$ cat config.mk
export PLATFORM = sky130hd
export DESIGN_NAME = branch_predictor
export DESIGN_NICKNAME = d
export VERILOG_FILES = /design/src/rtl/branch_predictor_pkg.sv /design/src/rtl/bp_sat_counter.sv /design/src/rtl/branch_predictor.sv
export VERILOG_INCLUDE_DIRS = /design/src /design/src/rtl
export SDC_FILE = /design/constraint.sdc
export NUM_CORES = 1
export LEC_CHECK = 0
export BUFFER_PORTS_ARGS = -buffer_cell sky130_fd_sc_hd__buf_4
export CORE_MARGIN = 1
export CORE_UTILIZATION = 58
export CTS_BUF_LIST = sky130_fd_sc_hd__clkbuf_4 sky130_fd_sc_hd__clkbuf_8
export DETAILED_ROUTE_END_ITERATION = 10
export PLACE_DENSITY_LB_ADDON = 0.1
export SETUP_SLACK_MARGIN = 0.1
export SYNTH_ARGS = -nofsm -noshare
export SYNTH_HDL_FRONTEND = slang
export SYNTH_SLANG_ARGS = --single-unit
export TNS_END_PERCENT = 5
$ cat constraint.sdc
create_clock -name clk -period 5.2 [get_ports clk]
set_input_delay 0.52 -clock clk [delete_from_list [all_inputs] [get_ports clk]]
set_output_delay 0.52 -clock clk [all_outputs]
set_load 0.01 [all_outputs]
$ cat src/rtl/Defines.v
// Shared constants for the branch predictor: RV32 control-flow opcodes,
// the BHT counter initialisation value and the INIT/RUN state encodings.
`ifndef BP_DEFINES_V
`define BP_DEFINES_V

`define BP_OPC_JAL     7'b1101111
`define BP_OPC_BRANCH  7'b1100011
`define BP_OPC_JALR    7'b1100111

`define BP_CNT_RESET   2'b01

`define BP_STATE_INIT  1'b0
`define BP_STATE_RUN   1'b1

`endif

$ cat src/rtl/branch_predictor_pkg.sv
// Package for the branch predictor: opcode constants, counter reset value,
// state type and immediate-decode helpers (all values sourced from Defines.v).
package branch_predictor_pkg;

`include "Defines.v"

    localparam logic [6:0] OPC_JAL    = `BP_OPC_JAL;
    localparam logic [6:0] OPC_BRANCH = `BP_OPC_BRANCH;
    localparam logic [6:0] OPC_JALR   = `BP_OPC_JALR;
    localparam logic [1:0] CNT_RESET  = `BP_CNT_RESET;

    typedef enum logic {
        ST_INIT = `BP_STATE_INIT,
        ST_RUN  = `BP_STATE_RUN
    } bp_state_t;

    // Sign-extended J-type immediate, bit 0 forced to zero.
    function automatic logic [31:0] imm_j(input logic [31:0] i);
        return {{11{i[31]}}, i[31], i[19:12], i[20], i[30:21], 1'b0};
    endfunction

    // Sign-extended B-type immediate, bit 0 forced to zero.
    function automatic logic [31:0] imm_b(input logic [31:0] i);
        return {{19{i[31]}}, i[31], i[7], i[30:25], i[11:8], 1'b0};
    endfunction

endpackage

$ cat src/rtl/bp_sat_counter.sv
// 2-bit saturating counter next-state logic.
// Ports: cnt (current value), taken (resolved outcome), cnt_next (updated value).
module bp_sat_counter (
    input  logic [1:0] cnt,
    input  logic       taken,
    output logic [1:0] cnt_next
);

    always_comb begin
        cnt_next = cnt;
        if (taken) begin
            if (cnt != 2'b11) cnt_next = cnt + 2'd1;
        end else begin
            if (cnt != 2'b00) cnt_next = cnt - 2'd1;
        end
    end

endmodule

$ cat src/rtl/branch_predictor.sv
// Next-PC predictor: static JAL targets, a 2-bit counter BHT for conditional
// branches and a direct-mapped BTB for JALR. Lookups are combinational; tables
// are initialised by a one-entry-per-cycle INIT sweep after reset.
// Optional: define BRANCH_PREDICTOR_GSHARE_EN to XOR a global history register
// into the BHT index.
// Ports: clk, rst (sync active-high); instr/pc lookup in, predicted_pc/
// predicted_taken out; ready (tables initialised); upd_* resolved-update bus.
module branch_predictor
    import branch_predictor_pkg::*;
#(
    parameter int unsigned BHT_ENTRIES = 64,
    parameter int unsigned BTB_ENTRIES = 16,
    parameter int unsigned TAG_W       = 8,
    parameter int unsigned HIST_W      = 6
) (
    input  logic        clk,
    input  logic        rst,
    input  logic [31:0] instr,
    input  logic [31:0] pc,
    output logic [31:0] predicted_pc,
    output logic        predicted_taken,
    output logic        ready,
    input  logic        upd_valid,
    input  logic [31:0] upd_pc,
    input  logic        upd_is_branch,
    input  logic        upd_is_jalr,
    input  logic        upd_taken,
    input  logic [31:0] upd_target
);

    localparam int unsigned BHT_IW = $clog2(BHT_ENTRIES);
    localparam int unsigned BTB_IW = $clog2(BTB_ENTRIES);
    localparam int unsigned INIT_N = (BHT_ENTRIES > BTB_ENTRIES) ? BHT_ENTRIES : BTB_ENTRIES;
    localparam int unsigned CNT_W  = $clog2(INIT_N);
    localparam logic [CNT_W-1:0] INIT_LAST = CNT_W'(INIT_N - 1);

    bp_state_t          state;
    logic [CNT_W-1:0]   init_idx;

    logic [1:0]         bht        [BHT_ENTRIES];
    logic               btb_valid  [BTB_ENTRIES];
    logic [TAG_W-1:0]   btb_tag    [BTB_ENTRIES];
    logic [31:0]        btb_target [BTB_ENTRIES];

    logic [BHT_IW-1:0]  look_idx;
    logic [BHT_IW-1:0]  upd_idx;
    logic [BTB_IW-1:0]  look_bi;
    logic [BTB_IW-1:0]  upd_bi;
    logic [TAG_W-1:0]   look_tag;
    logic [TAG_W-1:0]   upd_tag;
    logic [1:0]         cnt_next;
    logic               upd_br_acc;
    logic               upd_jalr_acc;
    logic               unused_upd_pc;

    assign unused_upd_pc = ^upd_pc;

`ifdef BRANCH_PREDICTOR_GSHARE_EN
    logic [HIST_W-1:0]  ghr;
    assign look_idx = pc[BHT_IW+1:2] ^ BHT_IW'(ghr);
    assign upd_idx  = upd_pc[BHT_IW+1:2] ^ BHT_IW'(ghr);
`else
    assign look_idx = pc[BHT_IW+1:2];
    assign upd_idx  = upd_pc[BHT_IW+1:2];
`endif

    assign look_bi  = pc[BTB_IW+1:2];
    assign upd_bi   = upd_pc[BTB_IW+1:2];
    assign look_tag = pc[TAG_W+BTB_IW+1:BTB_IW+2];
    assign upd_tag  = upd_pc[TAG_W+BTB_IW+1:BTB_IW+2];

    // A dual-flagged update counts as a branch only.
    assign upd_br_acc   = ready && upd_valid && upd_is_branch;
    assign upd_jalr_acc = ready && upd_valid && upd_is_jalr && !upd_is_branch;

    bp_sat_counter u_sat (
        .cnt      (bht[upd_idx]),
        .taken    (upd_taken),
        .cnt_next (cnt_next)
    );

    // Init sweep / run state machine with registered ready.
    always_ff @(posedge clk) begin
        if (rst) begin
            state    <= ST_INIT;
            init_idx <= '0;
            ready    <= 1'b0;
`ifdef BRANCH_PREDICTOR_GSHARE_EN
            ghr      <= '0;
`endif
        end else begin
            case (state)
                ST_INIT: begin
                    if (init_idx == INIT_LAST) begin
                        state <= ST_RUN;
                        ready <= 1'b1;
                    end else begin
                        init_idx <= init_idx + CNT_W'(1);
                    end
                end
                ST_RUN: begin
`ifdef BRANCH_PREDICTOR_GSHARE_EN
                    if (upd_br_acc) ghr <= HIST_W'({ghr, upd_taken});
`endif
                end
                default: state <= ST_INIT;
            endcase
        end
    end

    // Table writes: sweep during INIT, resolved updates once ready.
    always_ff @(posedge clk) begin
        if (!rst) begin
            if (state == ST_INIT) begin
                if (32'(init_idx) < BHT_ENTRIES) bht[BHT_IW'(init_idx)] <= CNT_RESET;
                if (32'(init_idx) < BTB_ENTRIES) btb_valid[BTB_IW'(init_idx)] <= 1'b0;
            end else begin
                if (upd_br_acc) bht[upd_idx] <= cnt_next;
                if (upd_jalr_acc) begin
                    btb_valid[upd_bi]  <= 1'b1;
                    btb_tag[upd_bi]    <= upd_tag;
                    btb_target[upd_bi] <= upd_target;
                end
            end
        end
    end

    // Zero-latency lookup; reads pre-update table contents.
    always_comb begin
        predicted_pc    = pc + 32'd4;
        predicted_taken = 1'b0;
        case (instr[6:0])
            OPC_JAL: begin
                predicted_pc    = pc + imm_j(instr);
                predicted_taken = 1'b1;
            end
            OPC_BRANCH: begin
                if (ready ? bht[look_idx][1] : imm_b(instr)[31]) begin
                    predicted_pc    = pc + imm_b(instr);
                    predicted_taken = 1'b1;
                end
            end
            OPC_JALR: begin
                if (ready && btb_valid[look_bi] && (btb_tag[look_bi] == look_tag)) begin
                    predicted_pc    = btb_target[look_bi];
                    predicted_taken = 1'b1;
                end
            end
            default: ;
        endcase
    end

endmodule

Word level (Yosys, flattened, before mapping). Memories as Yosys holds them, arrays and structs flattened. Index checks and enable logic that the tools add are counted.

Bitwise logic cells: 2. Reductions and logical operators: 12. Equality and inequality tests: 6. Mux-type cells: 33. Add/subtract/negate cells: 6. Magnitude comparators: 1.

Operator list (number): $pmux 32 s3 (1); $add 32x32->32 (2); $mux 32 (2); $add 32x3->32 const B (1); $mux 1 (23); $eq 7x7->1 const B (3); $eq 8x8->1 (1); $mux 2 (4); $add 6x1->6 const B (1); $eq 6x6->1 const B (1); $logic_and 1x1->1 (6); $lt 6x5->1 const B (1); $mux 6 (1); $mux 4 (1); $reduce_and 2->1 (2); $pmux 1 s3 (1); $add 2x1->2 const B (1); $ne 2x2->1 const B (1); $not 1->1 (2); $reduce_bool 2->1 (1); $reduce_or 2->1 (1); $sub 2x1->2 const B (1); $logic_not 1->1 (1); $reduce_or 1->1 (1).

RAM bits: 784. Bits of input ports: 134. Word-level logic and storage cells: 67. Output and inout port bits: 34. Register bits: 8. Memories: 4.

Memory list: btb_target (words 16, bits a word 32, rd ports 1, clocked after Yosys merged registers in 0, wr ports 1, RTL line branch_predictor.sv:43) `logic [31:0] btb_target [BTB_ENTRIES];`; bht (words 64, bits a word 2, rd ports 2, clocked after Yosys merged registers in 0, wr ports 1, RTL line branch_predictor.sv:40) `logic [1:0] bht [BHT_ENTRIES];`; btb_tag (words 16, bits a word 8, rd ports 1, clocked after Yosys merged registers in 0, wr ports 1, RTL line branch_predictor.sv:42) `logic [TAG_W-1:0] btb_tag [BTB_ENTRIES];`; btb_valid (words 16, bits a word 1, rd ports 1, clocked after Yosys merged registers in 0, wr ports 1, RTL line branch_predictor.sv:41) `logic btb_valid [BTB_ENTRIES];`.

Longest topological paths before layout. Gate-level depths: netlist (run 1).

Word-level depth: 9. Depth in mapped cells: 15. Gate-level depth less buffers: 12.

Cells and area by module. From an unflattened synthesis (run 1), not the netlist that was laid out.

Cells, all modules: 2277. Area total of the unflattened synthesis: 35773.1 um2.

By module, submodules not included: branch_predictor (seq. area each 23702.7 um2, cells an instance 2274, area each 35746.8 um2, times used 1); bp_sat_counter (seq. area each 0.0 um2, cells an instance 3, area each 26.3 um2, times used 1).

Worst setup path before layout (run 1). OpenSTA, ideal clock, no wires.

Path kind: in2reg. Start point: in rst. End point: mem btb_tag[12][0] (enable). Library setup time: 0.487 ns. Arrival time: 4.416 ns. Path buffers: 1. Required time: 4.713 ns. Cell stages on the path: 6. Setup slack: 0.298 ns. Cell sequence: and4b_1 > clkbuf_1 > nand3b_1 > inv_1 > nand3_1 > nor3_1.

Longest elaborated chain between the ends: 2.

RTL lines: start: declaration (RTL line branch_predictor.sv:17) `input logic rst,`; $mux 1 (RTL line branch_predictor.sv:113) `if (!rst) begin`; $mux 1 (not written as such) (RTL line branch_predictor.sv:121) `btb_tag[upd_bi] <= upd_tag;`; end: declaration (RTL line branch_predictor.sv:42).

No other way between the ends.

Worst setup path after layout (run 1).
Start point: in pc[3]. End point: out predicted_pc[31].

Longest elaborated chain between the ends: 5. Elaborated cells on any way between the ends: 14. Classes of those cells: 3 x add/sub; 1 x eq/ne; 4 x mux; 2 x reduce/logical; 4 x memory.

RTL lines: start: declaration (RTL line branch_predictor.sv:19) `input logic [31:0] pc,`; branches (longest 4 deep; another with $add 32x3->32); $pmux 32 s3 * (RTL line branch_predictor.sv:132) `case (instr[6:0])`; end: declaration (RTL line branch_predictor.sv:20) `output logic [31:0] predicted_pc,`.

Mark *: on every way between the ends.

==> results.ini, run 1 <==
[route]
ant_nets=0
wire_per_inst_um=28.4
wirelength_um=92100
drc_errors=0
drt-initial-drc-count=2263
drt-vias-per-instance=6.53
dr.pass1.iters=6
dr_total_vias=21209

[clock_tree]
clockBufferDepth=3
root_buffer=clkbuf_8
clk_latency_ps=770
cts_buffers=131
cts_setup_buffers=0
clkTransAtPathRegs_ps=60
post_cts_resized=0
clkSinkCount=792
h-tree-depth=4
cts_tree=done

[logic_synthesis]
avgSynthCellArea_sq_um=17.1
synth_edf_count=784
yosysUniqueCellTypes=84
synthArstFlopShare=0
synthFlopType=edfxtp_1
postSynthCellCount=2099
synth_area_sq_mm=0.0358
synth_fp_nets=2280
synth_seq_cells=792
ys.warnings.count=0
yosysSeqAreaShare=0.662

[outcome]
status=finished clean

[die]
start_util=0.590
die_y_um=250
core_region_area_sq_mm=0.0607
row_count=90
io_pins=168
dieArea_sq_mm=0.0627
die_x_um=250

[worst_hold_path]
hold_path_end=btb_target[6][27]$_DFFE_PP_
hp-class=input pin to register
holdCritStartpoint=upd_target[27]
hold_depth=1

[power_and_ir_drop]
power_leakage_nw=14.0
cellPowerDensity_mw_per_mm2=331
peakVddDrop_uv=303

[critical_path]
worst-path-max-fanout=37
worst-setup-path-type=input pin to output port
worstReg2RegEnd=btb_target[12][19]$_DFFE_PP_
start_kind=input pin
arrival_ps=4390
max_stage_delay_ps=740
worstReg2RegStart=ready$_SDFFE_PP0P_
critPathLaunch=pc[3]
end_kind=output port
path_cells=buf_8 > buf_12 > mux4_2 > mux2i_1 > mux2i_1 > xor2_1 > nor3_1 > nand3_1 > buf_4 > o22ai_1 > a221o_1 > buf_4
r2r_cells=6
slowest_stage=nand3_1
r2r_setup_slack_ps=1680
crit_required_ps=4680

[sta]
fin_skew_ps=22.5
finalSetupViolCount=0
worst_pin_slew_ps=1220
setup_tns_ps=0
hold_violations=0
layout_min_cycle_time_ps=4910
rsz0062_at_grt=false
maxSlewHeadroom=0.179
finalMaxSlewViolations=0
max_freq_mhz=204
period_share=0.944

[placement]
place.gp.congestion=0.925
io_buffers=147
hpwl_um=57600

[cells_and_area]
area_growth_pct=14.2
fin_util=0.673
drive_gt1_frac=0.284
nNetsFinal=2540

[grt]
overflow=0
antenna_found_initial=4
grt_pass1_wl_um=136000
grt_max_degree=65
grt_usage=0.302
first_global_vias=21474

[flow_run]
maxCapViolations=0

worst max-delay path by stage:
stage          slack (ps)                  endpoint
2_1_floorplan         300  btb_tag[12][0]$_DFFE_PP_
3_3_place_gp          370          predicted_pc[31]
3_5_place_dp          350          predicted_pc[20]
4_1_cts               270          predicted_pc[20]
5_1_grt               170          predicted_pc[31]
6_report              290          predicted_pc[31]
cells in the mapped netlist, drive strengths merged, types with 6 or more instances:
cell type	instances	area, sq um
mux4	238	5360
and3	15	93.8
nand3	34	170
xnor2	45	402
xor2	29	254
a21oi	60	319
inv	41	154
buf	45	293
nand3b	8	60.1
or2	9	56.3
o21bai	9	67.6
a221oi	9	78.8
nand4	20	125
a21o	17	128
a211o	10	87.6
nor2	175	657
o211ai	14	119
clkbuf	60	225
nor2b	7	43.8
o21a	12	90.1
o21ai	57	289
o221ai	6	52.6
a22oi	13	97.6
mux2i	51	510
nand2b	13	81.3
a221o	8	80.1
ha	45	563
o22ai	13	81.3
a31oi	8	50.1
a22o	12	105
nor3	30	150
edfxtp	784	23500
a211oi	10	75.1
o31ai	7	52.6
nand2	99	372
dfxtp	8	160
area by class of cell:
class	instances	area, sq um
Multi-Input combinational cell	1160	11500
Clock inverter	61	453
Inverter	42	158
Tap cell	782	978
Clock buffer	177	2150
Antenna cell	2	5.00
Timing Repair Buffer	232	1860
Fill cell	4067	19800
Sequential cell	792	23700
per-layer routing:
| metal | vias up | routed length [um] | track usage |
|---|---|---|---|
| met1 | 10945 | 37600 | 0.433 |
| met4 | 2 | 1890 | 0.0854 |
| li1 | 9114 | - | - |
| met3 | 135 | 9000 | 0.0764 |
| met5 | - | 18 | 0 |
| met2 | 1013 | 43600 | 0.465 |
state kept, by name (all words and copies together), names as in the netlist:
signal	flops
bht	128
btb_tag	128
btb_target	512
btb_valid	16
init_idx	6
ready	1
state	1
stage by stage:
stage	power, mW	instances	hold slack (ps)	instance area (sq um)	setup slack (ps)
5_1_grt	14.0	3247	13.6	40900	170
6_report	13.5	3248	51.5	40900	291
3_3_place_gp	8.25	2991	520	38100	372
4_1_cts	13.6	3246	0.587	40800	271
3_5_place_dp	8.27	2991	539	38100	349
2_1_floorplan	7.84	2099	498	35800	298
layout by cell type, fill, tap and decap left out, types with 12 or more instances in the layout:
master	count
a22oi_1	13
xor2_1	29
o211ai_1	13
mux4_2	238
edfxtp_1	784
clkbuf_4	46
xnor2_1	44
and3_1	15
nand2b_1	13
nor2_4	12
a21o_1	17
a21oi_1	56
ha_1	45
nor2_1	163
nand4_1	20
clkbuf_8	131
o22ai_1	13
a22o_1	12
mux2i_1	51
o21ai_0	49
nor3_1	24
inv_1	38
buf_4	208
nand2_1	99
o21a_1	12
dlygate4sd3_1	17
nand3_1	34
clkinv_1	33
repair_timing:
| item | in CTS | in global routing |
|---|---|---|
| hold endpoints to repair | 178 | 0 |
| setup endpoints to repair | 0 | 0 |
| hold buffers | 17 | 0 |
cells by family after synthesis:
family,share of synthesized area
adder cells (fa/ha/maj),0.0171
multiplexers,0.165
AND/OR/NAND/NOR,0.0580
XOR/XNOR,0.0183
AO/OA/AOI/OAI,0.0601
buffers and inverters,0.0189
flip-flops,0.662
critical path, delay by kind of cell:
| kind | cells | cell delay (ps) |
|---|---|---|
| and+or+nand+nor | 2 | 1430 |
| buffers and inverters | 4 | 1000 |
| muxes | 3 | 810 |
| AOI/OAI and AO/OA | 2 | 300 |
| xor gates and xnor gates | 1 | 240 |
where the power goes:
| part | internal (mW) | leakage, nW | switching, mW |
|---|---|---|---|
| combinational | 0.479 | 5.15 | 0.677 |
| clock | 2.88 | 1.37 | 2.48 |
| sequential | 7.00 | 7.45 | 0.00611 |
(Power assumes the default switching activity.)
==> run 2: changes to the inputs <==
==> constraint.sdc (replaced) <==
create_clock -name clk -period 5.2 [get_ports clk]
set_input_delay 0.52 -clock clk [delete_from_list [all_inputs] [get_ports clk]]
set_output_delay 0.52 -clock clk [all_outputs]
set_load 0.05 [all_outputs]
==> results.ini, run 2 (same netlist as run 1, synthesis figures left out) <==
[clock_tree]
cts_tree=done
cts_setup_buffers=0
clk_latency_ps=740
root_buffer=clkbuf_8
post_cts_resized=0
h-tree-depth=3
clkTransAtPathRegs_ps=60
clkSinkCount=792
cts_buffers=119
clockBufferDepth=3

[cells_and_area]
drive_gt1_frac=0.279
largest_register_ffs=512
nNetsFinal=2505
final_cell_mix=edfxtp_1 (784), mux4_2 (238), buf_4 (198), nor2_1 (163), clkbuf_8 (122)
fin_util=0.665
final_common_cell=edfxtp_1
reg.largest.list=btb_target: 512 flops, bht: 128 flops, btb_tag: 128 flops
finalInstanceArea_sq_mm=0.0404
regMostFlops=btb_target
area_growth_pct=12.8

[route]
dr.pass1.iters=6
drc_errors=0
ant_nets=0
drt-initial-drc-count=2506
dr_total_vias=21139
wirelength_um=92100
wire_per_inst_um=28.8
drt-vias-per-instance=6.61

[critical_path]
cp_num_buf_inv=4
arrival_ps=4310
worstReg2RegStart=bht[14][1]$_DFFE_PP_
end_kind=output port
max_stage_delay_ps=550
critPathLaunch=pc[4]
crit_top_cell=buf_4
path_cells=buf_4 > buf_4 > mux4_2 > mux2i_1 > xor2_1 > nor4b_4 > o211a_1 > nand3_1 > buf_4 > o221ai_1 > buf_4
start_kind=input pin
worst-path-max-fanout=26
worst-setup-path-type=input pin to output port
crit_required_ps=4680
slowest_stage=nand3_1
critical_path.top_delay_family=buffers and inverters

[outcome]
status=finished clean

[die]
die_x_um=250
core_region_area_sq_mm=0.0607
dieArea_sq_mm=0.0627
io_pins=168
row_count=90
start_util=0.590
die_y_um=250

[placement]
io_buffers=147
placed_area_sq_mm=0.0381
place.gp.congestion=0.924
hpwl_um=58200

[grt]
antenna_found_initial=8
first_global_vias=21186
grt_pass1_wl_um=137000
grt_usage=0.301
grt_max_degree=82
overflow=0

[sta]
rsz0062_at_grt=false
fin_skew_ps=20.4
layout_min_cycle_time_ps=4830
period_share=0.929
finalSetupViolCount=0
worst_pin_slew_ps=1080
setup_tns_ps=0
hold_violations=0
max_freq_mhz=207
maxSlewHeadroom=0.277
finalMaxSlewViolations=0
holdWs_ps=71.9

[worst_hold_path]
holdCritStartpoint=upd_target[19]
hp-class=input pin to register

[flow_run]
maxCapViolations=0

[power_and_ir_drop]
peakVddDrop_uv=291
cellPowerDensity_mw_per_mm2=325
power_leakage_nw=13.7

run 2: changes by cell type in the layout (fill, tap and decap cells not counted), sizes merged:
cell	previous run	this run
clkinv	47	42
clkbuf	177	167
dlygate4sd3	17	1
bufinv	3	2
inv	51	44
buf	215	208
clkinvlp	2	0
run 2: worst paths after layout:
path / cells past startpoint / slack, ps / end
worst min register to register: 2 / 560 / init_idx[4]$_SDFFE_PP0P_
worst max-delay path: 11 / 370 / predicted_pc[20]
worst min-delay path: 1 / 70 / btb_target[0][19]$_DFFE_PP_
worst max register to register: 6 / 1670 / bht[0][0]$_DFFE_PP_
run 2: final cells by class:
cell class,instances,area [sq um]
Fill cell,4133,20300
Sequential cell,792,23700
Clock buffer,167,2020
Multi-Input combinational cell,1160,11600
Antenna cell,2,5.00
Tap cell,782,978
Inverter,42,158
Timing Repair Buffer,209,1690
Clock inverter,46,269
run 2: power breakdown:
| group | total (mW) | leakage [nW] | internal, mW | switching (mW) |
|---|---|---|---|---|
| Clock | 4.93 | 1.23 | 2.59 | 2.33 |
| Sequential | 7.00 | 7.45 | 7.00 | 0.00595 |
| Combinational | 1.20 | 5.07 | 0.472 | 0.725 |
run 2: through the flow:
step / worst slack (ps) / instances / power, mW
floorplan: 185 / 2099 / 7.90
global placement: 472 / 2984 / 8.31
detailed placement: 437 / 2984 / 8.32
CTS: 410 / 3198 / 13.2
global route: 151 / 3200 / 13.5
finish: 371 / 3200 / 13.1
run 2: what timing repair did:
item / CTS / global route
endpoints found under the hold margin: 8 / 0
endpoints found under the setup margin: 0 / 0
hold buffers: 1 / 0
run 2: per-layer routing:
metal  global-route usage  vias to the layer above  wire (um)
li1                     -                     9028          -
met1                0.438                    10908      38000
met2                0.474                     1028      44200
met3               0.0539                      163       7700
met4               0.0810                       12       2110
met5                    0                        -         68
